**src/rtl/ahb3lite_pkg.sv**
```systemverilog
// Shared AHB3-Lite encodings, responder FSM states and the GPIO register map.
package ahb3lite_pkg;

    localparam logic [1:0] HTRANS_IDLE   = 2'b00;
    localparam logic [1:0] HTRANS_BUSY   = 2'b01;
    localparam logic [1:0] HTRANS_NONSEQ = 2'b10;
    localparam logic [1:0] HTRANS_SEQ    = 2'b11;

    localparam logic [2:0] HSIZE_BYTE  = 3'd0;
    localparam logic [2:0] HSIZE_HWORD = 3'd1;
    localparam logic [2:0] HSIZE_WORD  = 3'd2;

    localparam logic HRESP_OKAY  = 1'b0;
    localparam logic HRESP_ERROR = 1'b1;

    typedef enum logic [1:0] {ST_IDLE, ST_WAIT, ST_ERR1, ST_ERR2} ahb_state_t;

    localparam logic [4:0] OFS_OUT      = 5'h00;
    localparam logic [4:0] OFS_DIR      = 5'h04;
    localparam logic [4:0] OFS_IN       = 5'h08;
    localparam logic [4:0] OFS_SET      = 5'h0C;
    localparam logic [4:0] OFS_CLR      = 5'h10;
    localparam logic [4:0] OFS_IRQ_EN   = 5'h14;
    localparam logic [4:0] OFS_IRQ_STAT = 5'h18;

    // Bit mask of the byte lanes touched by a transfer of the given size and address.
    function automatic logic [31:0] lane_mask(input logic [2:0] size, input logic [1:0] addr);
        logic [3:0]  lanes;
        logic [31:0] mask;
        case (size)
            HSIZE_BYTE:  lanes = 4'b0001 << addr;
            HSIZE_HWORD: lanes = addr[1] ? 4'b1100 : 4'b0011;
            default:     lanes = 4'b1111;
        endcase
        for (int i = 0; i < 4; i++) mask[8*i +: 8] = {8{lanes[i]}};
        return mask;
    endfunction

endpackage

```
**src/rtl/gc_sync_edge.sv**
```systemverilog
// Multi-stage input synchroniser followed by a previous-value register for rising-edge detect.
module gc_sync_edge #(
    parameter int g_width  = 8,
    parameter int g_stages = 2
) (
    input  logic               clk,
    input  logic               rst_n,
    input  logic [g_width-1:0] din,
    output logic [g_width-1:0] sync,
    output logic [g_width-1:0] rise
);

    logic [g_stages-1:0][g_width-1:0] chain_q;
    logic [g_width-1:0]               prev_q;

    // NOTE: non-blocking assignments let each stage capture its neighbour's pre-edge value.
    always_ff @(posedge clk or negedge rst_n) begin
        if (!rst_n) begin
            chain_q <= '0;
            prev_q  <= '0;
        end else begin
            chain_q <= {chain_q[g_stages-2:0], din};
            prev_q  <= chain_q[g_stages-1];
        end
    end

    assign sync = chain_q[g_stages-1];
    assign rise = sync & ~prev_q;

endmodule

```
**src/rtl/ahb3lite_gpio_slave.sv**
```systemverilog
// AHB3-Lite GPIO responder: OUT/DIR/IN/SET/CLR/IRQ registers, programmable wait states,
// two-cycle ERROR response for illegal accesses.
module ahb3lite_gpio_slave
    import ahb3lite_pkg::*;
#(
    parameter int g_haddr_width = 32,
    parameter int g_hdata_width = 32,
    parameter int g_gpio_width  = 8,
    parameter int g_wait_states = 0,
    parameter int g_sync_stages = 2
) (
    input  logic                     hclk_i,
    input  logic                     hreset_n_i,
    input  logic                     hsel_i,
    input  logic [g_haddr_width-1:0] haddr_i,
    input  logic [g_hdata_width-1:0] hwdata_i,
    output logic [g_hdata_width-1:0] hrdata_o,
    input  logic                     hwrite_i,
    input  logic [2:0]               hsize_i,
    input  logic [2:0]               hburst_i,
    input  logic [3:0]               hprot_i,
    input  logic [1:0]               htrans_i,
    input  logic                     hmastlock_i,
    input  logic                     hready_i,
    output logic                     hreadyout_o,
    output logic                     hresp_o,
    input  logic [g_gpio_width-1:0]  gpio_i,
    output logic [g_gpio_width-1:0]  gpio_o,
    output logic [g_gpio_width-1:0]  gpio_oe_o,
    output logic                     irq_o
);

    localparam logic [3:0] WAIT_LOAD = (g_wait_states > 0) ? 4'(g_wait_states - 1) : 4'd0;

    ahb_state_t              state_q;
    logic [3:0]              wait_cnt_q;
    logic                    dp_valid_q, dp_write_q;
    logic [4:0]              dp_addr_q;
    logic [2:0]              dp_size_q;
    logic [g_gpio_width-1:0] out_q, dir_q, ien_q, stat_q, stat_next;
    logic [g_gpio_width-1:0] gpio_sync, gpio_rise, wdat_g, w1c;
    logic                    irq_q, accept, illegal, completing, wr_commit;
    logic [4:0]              req_word, dp_word;
    logic [31:0]             wmask;
    logic [g_hdata_width-1:0] rd_word;
    logic                    unused_bits;

    gc_sync_edge #(
        .g_width (g_gpio_width),
        .g_stages(g_sync_stages)
    ) u_sync (
        .clk  (hclk_i),
        .rst_n(hreset_n_i),
        .din  (gpio_i),
        .sync (gpio_sync),
        .rise (gpio_rise)
    );

    assign accept   = hsel_i & hready_i & htrans_i[1] & (state_q == ST_IDLE || state_q == ST_ERR2);
    assign req_word = {haddr_i[4:2], 2'b00};
    assign illegal  = (req_word > OFS_IRQ_STAT)
                    || (hwrite_i && req_word == OFS_IN)
                    || (hsize_i > HSIZE_WORD)
                    || (hsize_i == HSIZE_HWORD && haddr_i[0])
                    || (hsize_i == HSIZE_WORD && haddr_i[1:0] != 2'b00);

    // The completing data phase is an ST_IDLE cycle that still holds a legal transfer.
    assign completing = (state_q == ST_IDLE) && dp_valid_q;
    assign wr_commit  = completing && dp_write_q;
    assign dp_word    = {dp_addr_q[4:2], 2'b00};
    assign wmask      = lane_mask(dp_size_q, dp_addr_q[1:0]);
    assign wdat_g     = hwdata_i[g_gpio_width-1:0] & wmask[g_gpio_width-1:0];
    assign w1c        = (wr_commit && dp_word == OFS_IRQ_STAT) ? wdat_g : '0;
    assign stat_next  = (stat_q & ~w1c) | gpio_rise;

    // NOTE: every output of this block gets a default first, so no path infers a latch.
    always_comb begin
        rd_word = '0;
        case (dp_word)
            OFS_OUT:      rd_word[g_gpio_width-1:0] = out_q;
            OFS_DIR:      rd_word[g_gpio_width-1:0] = dir_q;
            OFS_IN:       rd_word[g_gpio_width-1:0] = gpio_sync;
            OFS_IRQ_EN:   rd_word[g_gpio_width-1:0] = ien_q;
            OFS_IRQ_STAT: rd_word[g_gpio_width-1:0] = stat_q;
            default:      rd_word = '0;
        endcase
    end

    assign hrdata_o = (completing && !dp_write_q) ? rd_word : '0;

    always_ff @(posedge hclk_i or negedge hreset_n_i) begin
        if (!hreset_n_i) begin
            state_q     <= ST_IDLE;
            hreadyout_o <= 1'b1;
            hresp_o     <= HRESP_OKAY;
            wait_cnt_q  <= '0;
            dp_valid_q  <= 1'b0;
            dp_write_q  <= 1'b0;
            dp_addr_q   <= '0;
            dp_size_q   <= '0;
        end else begin
            case (state_q)
                ST_WAIT: begin
                    if (wait_cnt_q == 4'd0) begin
                        state_q     <= ST_IDLE;
                        hreadyout_o <= 1'b1;
                    end else begin
                        wait_cnt_q <= wait_cnt_q - 4'd1;
                    end
                end
                ST_ERR1: begin
                    state_q     <= ST_ERR2;
                    hreadyout_o <= 1'b1;
                    hresp_o     <= HRESP_ERROR;
                end
                default: begin
                    state_q     <= ST_IDLE;
                    hreadyout_o <= 1'b1;
                    hresp_o     <= HRESP_OKAY;
                    dp_valid_q  <= 1'b0;
                    if (accept) begin
                        dp_addr_q  <= haddr_i[4:0];
                        dp_write_q <= hwrite_i;
                        dp_size_q  <= hsize_i;
                        if (illegal) begin
                            state_q     <= ST_ERR1;
                            hreadyout_o <= 1'b0;
                            hresp_o     <= HRESP_ERROR;
                        end else begin
                            dp_valid_q <= 1'b1;
                            if (g_wait_states != 0) begin
                                state_q     <= ST_WAIT;
                                hreadyout_o <= 1'b0;
                                wait_cnt_q  <= WAIT_LOAD;
                            end
                        end
                    end
                end
            endcase
        end
    end

    always_ff @(posedge hclk_i or negedge hreset_n_i) begin
        if (!hreset_n_i) begin
            out_q  <= '0;
            dir_q  <= '0;
            ien_q  <= '0;
            stat_q <= '0;
            irq_q  <= 1'b0;
        end else begin
            stat_q <= stat_next;
            irq_q  <= |(stat_q & ien_q);
            if (wr_commit) begin
                case (dp_word)
                    OFS_OUT:    out_q <= (out_q & ~wmask[g_gpio_width-1:0]) | wdat_g;
                    OFS_DIR:    dir_q <= (dir_q & ~wmask[g_gpio_width-1:0]) | wdat_g;
                    OFS_SET:    out_q <= out_q | wdat_g;
                    OFS_CLR:    out_q <= out_q & ~wdat_g;
                    OFS_IRQ_EN: ien_q <= (ien_q & ~wmask[g_gpio_width-1:0]) | wdat_g;
                    default:    ;
                endcase
            end
        end
    end

    assign gpio_o    = out_q;
    assign gpio_oe_o = dir_q;
    assign irq_o     = irq_q;

    assign unused_bits = ^{hburst_i, hprot_i, hmastlock_i, htrans_i[0],
                           haddr_i[g_haddr_width-1:5], hwdata_i, wmask};

endmodule

```
**config.mk**
```make
export PLATFORM = sky130hd
export DESIGN_NAME = ahb3lite_gpio_slave
export DESIGN_NICKNAME = d
export VERILOG_FILES = /design/src/rtl/ahb3lite_pkg.sv /design/src/rtl/gc_sync_edge.sv /design/src/rtl/ahb3lite_gpio_slave.sv
export SDC_FILE = /design/constraint.sdc
export NUM_CORES = 1
export LEC_CHECK = 0
export ABC_AREA = 1
export CAP_MARGIN = 30
export CORE_ASPECT_RATIO = 1.5
export CORE_MARGIN = 1
export CORE_UTILIZATION = 47
export DETAILED_ROUTE_END_ITERATION = 10
export GPL_TIMING_DRIVEN = 0
export PLACE_DENSITY = 0.83
export SYNTH_ARGS = -nofsm -noshare
export SYNTH_HDL_FRONTEND = slang
export SYNTH_HIERARCHICAL = 1
export SYNTH_SLANG_ARGS = --single-unit
```
**constraint.sdc**
```tcl
create_clock -name hclk_i -period 3.65 [get_ports hclk_i]
set_input_delay 0.5475 -clock hclk_i [delete_from_list [all_inputs] [get_ports hclk_i]]
set_output_delay 0.5475 -clock hclk_i [all_outputs]
set_load 0.01 [all_outputs]
```
[After elaboration in Yosys (flattened, before gate mapping)]
Index checks and enable logic that the tools add are counted.
Operators by class
  order comparisons: 2
  muxes and demuxes: 18
  reduce and logical (&&, ||, !) cells: 26
  bitwise logic cells: 22
  shift-type cells: 1
  equal/unequal tests: 14
  $add $sub $neg: 1
  $mul: 0
  divide/modulo/power cells: 0
Operators with widths (count)
  8-bit AND: 8
  8-bit OR: 5
  8-bit one-hot mux with 5 select lines: 1
  8-bit NOT: 4
  8-bit one-hot mux with 3 select lines: 1
  8-bit 2-to-1 mux: 2
  3-bit by 2-bit equality test with 1-bit output, second input constant: 4
  2-bit AND reduction: 5
  3-bit by 1-bit equality test with 1-bit output, second input constant: 3
  3-bit equality test, second input constant: 3
  8-bit OR reduction: 1
  1-bit logical AND: 7
  1-bit 2-to-1 mux: 7
  2-bit 2-to-1 mux: 3
  1-bit one-hot mux with 2 select lines: 3
  5-bit > comparator, second input constant: 1
  5-bit logical NOT: 1
  1-bit logical OR: 5
  2-bit equality test, second input constant: 2
  4-bit logical NOT: 1
  2-bit one-hot mux with 2 select lines: 1
  4-bit by 1-bit subtractor with 4-bit output, second input constant: 1
  1-bit AND: 3
  3-bit by 2-bit > comparator with 1-bit output, second input constant: 1
  other kinds (10): 11
Storage, ports and cells
  memory bits (read-only): 0
  output and inout bits: 51
  flip-flop bits (word level): 75
  memory bits (writable): 0
  logic and storage cells: 100
  latch bits: 0
  memories kept: 0

[Logic depth before layout (Yosys ltp)]
Gate-level depths: netlist of the first run.
  depth in word-level cells: 9
  mapped depth: 9
  gate-level depth less buffers: 9

[By module]
Netlist of the first run, hierarchy kept.
By module, submodules not included
  ahb3lite_gpio_slave: cells each 371, seq. area each 1277.5 µm², times used 1, area each 2824.0 µm²
  gc_sync_edge: cells each 48, seq. area each 600.6 µm², times used 1, area each 740.7 µm²

[Worst setup path after synthesis of the first run]
No wires, ideal clock.
  kind: register -> output
  start point: register dp_addr_q[3]
  end point: output port hrdata_o[3]
  stages on the path, launching flop included: 8
  path slack: 1.848 ns
  data required time: 3.102 ns
  arrival time: 1.254 ns
  cell sequence: dfrtp_1 -> inv_1 -> nand2_1 -> nor2_2 -> nand2_1 -> nand2_1 -> nor2_1 -> a21oi_1
Between the ends
  word-level cells in the longest chain between the ends: 3
Ends and longest elaborated chain
  from (decl): RTL line ahb3lite_gpio_slave.sv:38  | logic [4:0] dp_addr_q;
  from (signal assigned): RTL line ahb3lite_gpio_slave.sv:122  | dp_addr_q <= haddr_i[4:0];
  3-bit equality test (tied with other cells): RTL line ahb3lite_gpio_slave.sv:79  | case (dp_word)
  8-bit one-hot mux with 5 select lines *: RTL line ahb3lite_gpio_slave.sv:79
  8-bit 2-to-1 mux *: RTL line ahb3lite_gpio_slave.sv:89  | assign hrdata_o = (completing && !dp_write_q) ? rd_word : '0;
  to (decl): RTL line ahb3lite_gpio_slave.sv:17  | output logic [g_hdata_width-1:0] hrdata_o,
Every way passes the cells marked *; elsewhere a longest branch is shown, timed or not.

[Final worst setup path of the first run]
  start point: register dp_addr_q[3]
  end point: output port hrdata_o[0]
Same word-level chain as after synthesis.

==> metrics.md, run 1 <==
| Metric | Value |
|---|---|
| Worst hold path type | `primary input to asynchronous set/reset pin` |
| Post-route ant nets | `0` |
| Top Ports | `141` |
| Ys Warns | `6` |
| Clock-pin slew on the worst setup and hold paths | `0.08 ns` |
| Nets@finish | `604` |
| Kind of critical path | `flop to output port` |
| Worst Skew | `0.0105 ns` |
| Cell Pwr Density | `456 nW/µm²` |
| Core Box Area | `7270 µm²` |
| Post-CTS Setup Inserts | `0` |
| Commonest non-fill, non-tap cells in the layout | `127 x nand2_1, 74 x dfrtp_1, 55 x clkdlybuf4s50_1, 54 x inv_1, 34 x buf_4` |
| Final Setup Violations | `0` |
| Max-cap check violation count | `0` |
| Port buffer count | `56` |
| Seq/Total Area, Yosys | `52.7%` |
| Hold buffers post-CTS | `0` |
| GPL Wtd Cong | `0.832` |
| Final period util | `81.7%` |
| N_diodes | `0` |
| Post-synthesis async set-or-reset flop share | `100%` |
| Root buffer cell | `clkbuf_8` |
| DR iter-0 viols | `between 200 and 250` |
| Initial Utilization | `49.0%` |
| Drt total wl | `8.02 mm` |
| Top_reg_cell synth | `dfrtp_1` |
| RSZ-0062 raised after global routing | `no` |
| WL/cell | `13.0 µm` |
| GRT Util Overall | `22.2%` |
| CTS tree | `yes` |
| Fin crit period | `2.98 ns` |
| DRC errors left | `0` |
| Worst Path Arrival | `2.43 ns` |
| Detail Placement HPWL | `roughly 5.8 mm` |
| H-Tree Depth | `3` |
| Lkg Pwr | `between 2 and 2.5 nW` |
| Initial antenna violation count | `0` |
| First-pass GRT wire length | `around 13 mm` |
| Crit start category | `flop` |
| Unique cell type count in the Yosys netlist | `31` |
| Clock Latency Late Sink | `0.36 ns` |
| Die width | `73.1 µm` |
| Maximum vdd drop | `slightly below 0.0003 V` |
| WP data required | `3.10 ns` |
| Slew @ Worst Pin | `approximately 0.67 ns` |
| Largest net degree at the start of global routing | `just over 60` |
| Crit path max fanout | `8` |
| Cell area after layout | `4570 µm²` |
| Number of enable flip-flop cells after synthesis | `0` |
| Pwr Total | `2.09 mW` |
| Area growth from synthesis to layout | `28.3%` |
| Layout cells sized above 1 | `roughly 14%` |
| Final hold violations | `0` |
| DRT Pass-1 Iters | `5` |
| Full die area | `just under 8000 µm²` |
| Gr ovfl total | `0` |
| Flops & latches, synth | `between 70 and 80` |
| CTS resizes | `0` |
| CTS max path bufs | `2` |
| Number of buffers created by CTS | `9` |
| Status | `complete, no violations` |
| Clock sinks | `75` |
| Dpl cell area | `4360 µm²` |
| Max_slew headroom | `55.0%` |
| Cells after Synth | `~420` |
| Number of cell rows | `38` |
| Mean Syn Cell Area | `8.51 µm²` |
| Fillers | `630` |
| Vias per cell | `around 4.8` |
| Die H | `109 µm` |
| Setup crit end kind | `output port` |
| Fin. max-slew vios | `0` |
| Synth Cell Area | `3560 µm²` |
| WHS | `0.0461 ns` |
| Final Core Density | `62.9%` |
| Vias in the first global route | `2838` |
| Vias | `2973` |
| Peak Freq | `~340 MHz` |
| Commonest non-fill, non-tap cell in the layout | `nand2_1` |
## power by group
group | switching [mW] | internal [mW] | total (mW) | leakage (nW)
clock network | 0.302 | 0.369 | 0.671 | 0.108
logic | 0.270 | 0.190 | 0.460 | 1.40
registers | 0.0544 | 0.902 | 0.957 | 0.844
total | 0.626 | 1.46 | 2.09 | 2.35
## cell usage after synthesis, types with 3 or more instances
cell type	number	share of area [%]
nand3_1	12	1.7
o21ai_1	8	1.1
o21bai_1	5	1.1
o21ai_0	32	4.5
a21oi_1	5	0.70
ha_1	4	1.4
nor2_2	9	1.6
buf_4	33	6.9
inv_1	54	5.7
nand4_1	9	1.6
o22ai_1	3	0.53
dfrtp_1	74	52
nor2_1	22	2.3
nand2_1	127	13
## cell families after synthesis
family	share of synthesized area [%]
compound gates	8.88
simple gates	22.9
buf+inv	13.5
fa+ha+maj	1.40
other cells	0.105
flops	52.7
xor+xnor	0.491
## layer usage
layer  GRT usage, %  vias up  routed length, µm
met1           24.5     1387               3040
met4           12.5        0                259
met3           6.38       23                598
met2           37.9      125               4120
li1               -     1438                  -
met5              0        -                  0
## area by class of cell
class                   count  area [µm²]  share of cell area [%]
plain buffers              38         277                    6.04
clock buffers              12         165                    3.61
clock inverters             4        47.5                    1.04
inverters                  55         206                    4.51
multi-input cells         274        1290                    28.2
flip-flops and latches     75        1880                    41.1
well taps                 100         125                    2.74
repair buffers             57         586                    12.8
## worst max-delay path, cell delays in order, from the launching register on
cell,delay [ns]
dfrtp_1,0.45
inv_1,0.18
nand2_1,0.13
nor2_2,0.37
nand2_1,0.11
nand2_1,0.09
nor2_1,0.05
a21oi_1,0.14
clkdlybuf4s50_1,0.56
## path summary, 6_finish.rpt
path	startpoint	endpoint	slack, ns	cells after the start
min in group hclk_i	u_sync/chain_q[2]$_DFF_PN0_	u_sync/sync[2]$_DFF_PN0_	0.35	0
setup / recovery	dp_addr_q[3]$_DFFE_PN0P_	hrdata_o[0]	0.67	8
max in group asynchronous	hreset_n_i	hreadyout_o$_DFFE_PN1N_	3.01	2
setup reg to reg	state_q[1]$_DFFE_PN0N_	gpio_o[7]$_DFFE_PN0P_	1.88	8
hold reg to reg	u_sync/chain_q[2]$_DFF_PN0_	u_sync/sync[2]$_DFF_PN0_	0.35	0
hold / removal	hreset_n_i	u_sync/prev_q[0]$_DFF_PN0_	0.05	1
## stage by stage
step	setup TNS [ns]	std cells	setup WS, ns
after floorplan	0	442	1.85
after global routing	0	615	0.498
after CTS	0	615	0.654
after detailed placement	0	599	1.05
after global placement	-36.42	598	-0.497
final	0	615	0.668
(Power assumes the default switching activity.)
==> run 2, diff against run 1 <==
--- a/config.mk
+++ b/config.mk
@@ -9,10 +9,10 @@
 export CAP_MARGIN = 30
 export CORE_ASPECT_RATIO = 1.5
 export CORE_MARGIN = 1
-export CORE_UTILIZATION = 47
+export CORE_UTILIZATION = 39
 export DETAILED_ROUTE_END_ITERATION = 10
 export GPL_TIMING_DRIVEN = 0
-export PLACE_DENSITY = 0.83
+export PLACE_DENSITY = 0.73
 export SYNTH_ARGS = -nofsm -noshare
 export SYNTH_HDL_FRONTEND = slang
 export SYNTH_HIERARCHICAL = 1
==> constraint.sdc (replaced) <==
create_clock -name hclk_i -period 2.5 [get_ports hclk_i]
set_input_delay 0.375 -clock hclk_i [delete_from_list [all_inputs] [get_ports hclk_i]]
set_output_delay 0.375 -clock hclk_i [all_outputs]
set_load 0.01 [all_outputs]
==> run 2 against run 1 <==
First-iteration DRC count increased by 0.92%; via count increased by 0.34%; largest cell class unchanged; critical endpoint is now hrdata_o[1]; largest power group unchanged; global-route usage decreased by 3.2 points; non-clock buffer count increased by 10.
==> metrics.md, run 2 (synthesis results as in run 1) <==
| Metric | Value |
|---|---|
| H-Tree Depth | `3` |
| Fin. max-slew vios | `0` |
| GPL Wtd Cong | `approximately 0.85` |
| Cell Pwr Density | `about 710 nW/µm²` |
| Vias | `2983` |
| Die H | `around 120 µm` |
| Final period util | `94.5%` |
| Maximum vdd drop | `0.000470 V` |
| Full die area | `9530 µm²` |
| WHS | `0.348 ns` |
| First-pass GRT wire length | `13.7 mm` |
| N_diodes | `0` |
| Max-cap check violation count | `0` |
| CTS tree | `yes` |
| Status | `complete, no violations` |
| Worst Path Arrival | `1.99 ns` |
| WL/cell | `~13 µm` |
| Final Setup Violations | `0` |
| Setup crit end kind | `output port` |
| Number of buffers created by CTS | `9` |
| Clock-pin slew on the worst setup and hold paths | `0.06 ns` |
| Layout cells sized above 1 | `between 15 and 20%` |
| Vias per cell | `4.70` |
| Nets@finish | `614` |
| Post-route ant nets | `0` |
| Initial antenna violation count | `0` |
| Worst Skew | `around 0.0078 ns` |
| Crit start category | `flop` |
| Top Ports | `between 100 and 150` |
| Crit path max fanout | `5` |
| Commonest non-fill, non-tap cells in the layout | `127 x nand2_1, 72 x dfrtp_1, 52 x inv_1, 47 x clkdlybuf4s50_1, 43 x buf_4` |
| Final hold violations | `0` |
| Root buffer cell | `clkbuf_16` |
| Commonest non-fill, non-tap cell in the layout | `nand2_1` |
| Clock sinks | `between 70 and 80` |
| CTS max path bufs | `2` |
| Core Box Area | `8830 µm²` |
| Largest net degree at the start of global routing | `51` |
| Final Core Density | `54.2%` |
| Peak Freq | `423 MHz` |
| Number of cell rows | `42` |
| Drt total wl | `8.40 mm` |
| Initial Utilization | `40.4%` |
| Worst hold path type | `flop to flop` |
| DR iter-0 viols | `220` |
| Port buffer count | `56` |
| Clock Latency Late Sink | `0.34 ns` |
| Vias in the first global route | `2870` |
| Setup TNS Final | `0 ns` |
| WP data required | `between 2 and 2.5 ns` |
| GRT Util Overall | `a little under a fifth` |
| Lkg Pwr | `2.49 nW` |
| DRC errors left | `0` |
| DRT Pass-1 Iters | `4` |
| Die width | `around 80 µm` |
| Area growth from synthesis to layout | `34.1%` |
| RSZ-0062 raised after global routing | `no` |
| Detail Placement HPWL | `5.94 mm` |
| Fin crit period | `2.36 ns` |
| Kind of critical path | `flop to output port` |
| Gr ovfl total | `0` |
[run 2: changes by cell type in the layout (fill, tap and decap cells not counted), moves of 2 or more]
| cell | change |
|---|---|
| inv_6 | +3 |
| nand3_1 | -2 |
| clkbuf_16 | +9 |
| inv_1 | -2 |
| buf_4 | +9 |
| clkbuf_8 | -12 |
| inv_4 | +3 |
| clkdlybuf4s50_1 | -8 |
| nand3_4 | +2 |
| dfrtp_2 | +2 |
| dlygate4sd2_1 | +6 |
| dlymetal6s2s_1 | +2 |
| dfrtp_1 | -2 |
[run 2: final timing paths]
kind                                        startpoint                         end  slack (ns)  depth (start not counted)
max                           dp_addr_q[2]$_DFFE_PN0P_                 hrdata_o[1]        0.14                          9
min                        u_sync/chain_q[5]$_DFF_PN0_    u_sync/sync[5]$_DFF_PN0_        0.35                          0
max reg2reg                     state_q[1]$_DFFE_PN0N_    dp_addr_q[3]$_DFFE_PN0P_        0.76                          6
min reg2reg                u_sync/chain_q[5]$_DFF_PN0_    u_sync/sync[5]$_DFF_PN0_        0.35                          0
max in group asynchronous                   hreset_n_i    u_sync/sync[1]$_DFF_PN0_        1.45                          3
min in group asynchronous                   hreset_n_i  u_sync/prev_q[2]$_DFF_PN0_        0.49                          2
[run 2: layer usage]
metal | share of wire (%) | up-vias | global-route usage [%]
met5 | 0 | - | 0
li1 | - | 1462 | -
met3 | 6.7 | 20 | 2.61
met1 | 38 | 1384 | 22.9
met4 | 2.3 | 0 | 9.26
met2 | 53 | 117 | 32.7
[run 2: what timing repair did]
| item | 4_1_cts | 5_1_grt |
|---|---|---|
| hold buffers | 1 | 0 |
| gates resized for setup | 14 | 8 |
| hold endpoints to repair | 24 | 0 |
| setup endpoints to repair | 8 | 6 |
| pin swaps | 3 | 1 |
| buffers inserted | 8 | 1 |
[run 2: power by group]
group | total (mW) | internal [mW] | leakage, nW | switching, mW
sequential | 1.41 | 1.32 | 0.842 | 0.0889
combinational | 0.755 | 0.331 | 1.52 | 0.424
clock | 1.23 | 0.687 | 0.135 | 0.542
[run 2: final cells by class]
class | count | area, µm²
inverters | 55 | 214
clock buffers | 9 | 225
flip-flops and latches | 75 | 1880
multi-input cells | 274 | 1330
repair buffers | 67 | 661
plain buffers | 38 | 279
well taps | 110 | 138
clock inverters | 7 | 57.6
fillers | 838 | 4050
[run 2: per-stage QoR]
| stage | worst slack [ns] | instances | cell area (µm²) | power [mW] |
|---|---|---|---|---|
| after floorplan | 0.871 | 442 | 3650 | 1.80 |
| after global placement | -1.50 | 608 | 4350 | 2.06 |
| after detailed placement | -0.0427 | 609 | 4370 | 2.09 |
| after CTS | 0.00151 | 634 | 4740 | 3.38 |
| after global routing | 0.0398 | 635 | 4780 | 3.55 |
| final | 0.138 | 635 | 4780 | 3.39 |
[run 2: worst max-delay path: stages (launching register included)]
cell	delay, ns
dfrtp_2	0.47
inv_4	0.12
nand2_1	0.12
nor2_4	0.17
buf_4	0.17
nand2_1	0.07
nand3_1	0.09
nor2_1	0.05
nor2_1	0.11
dlygate4sd2_1	0.28
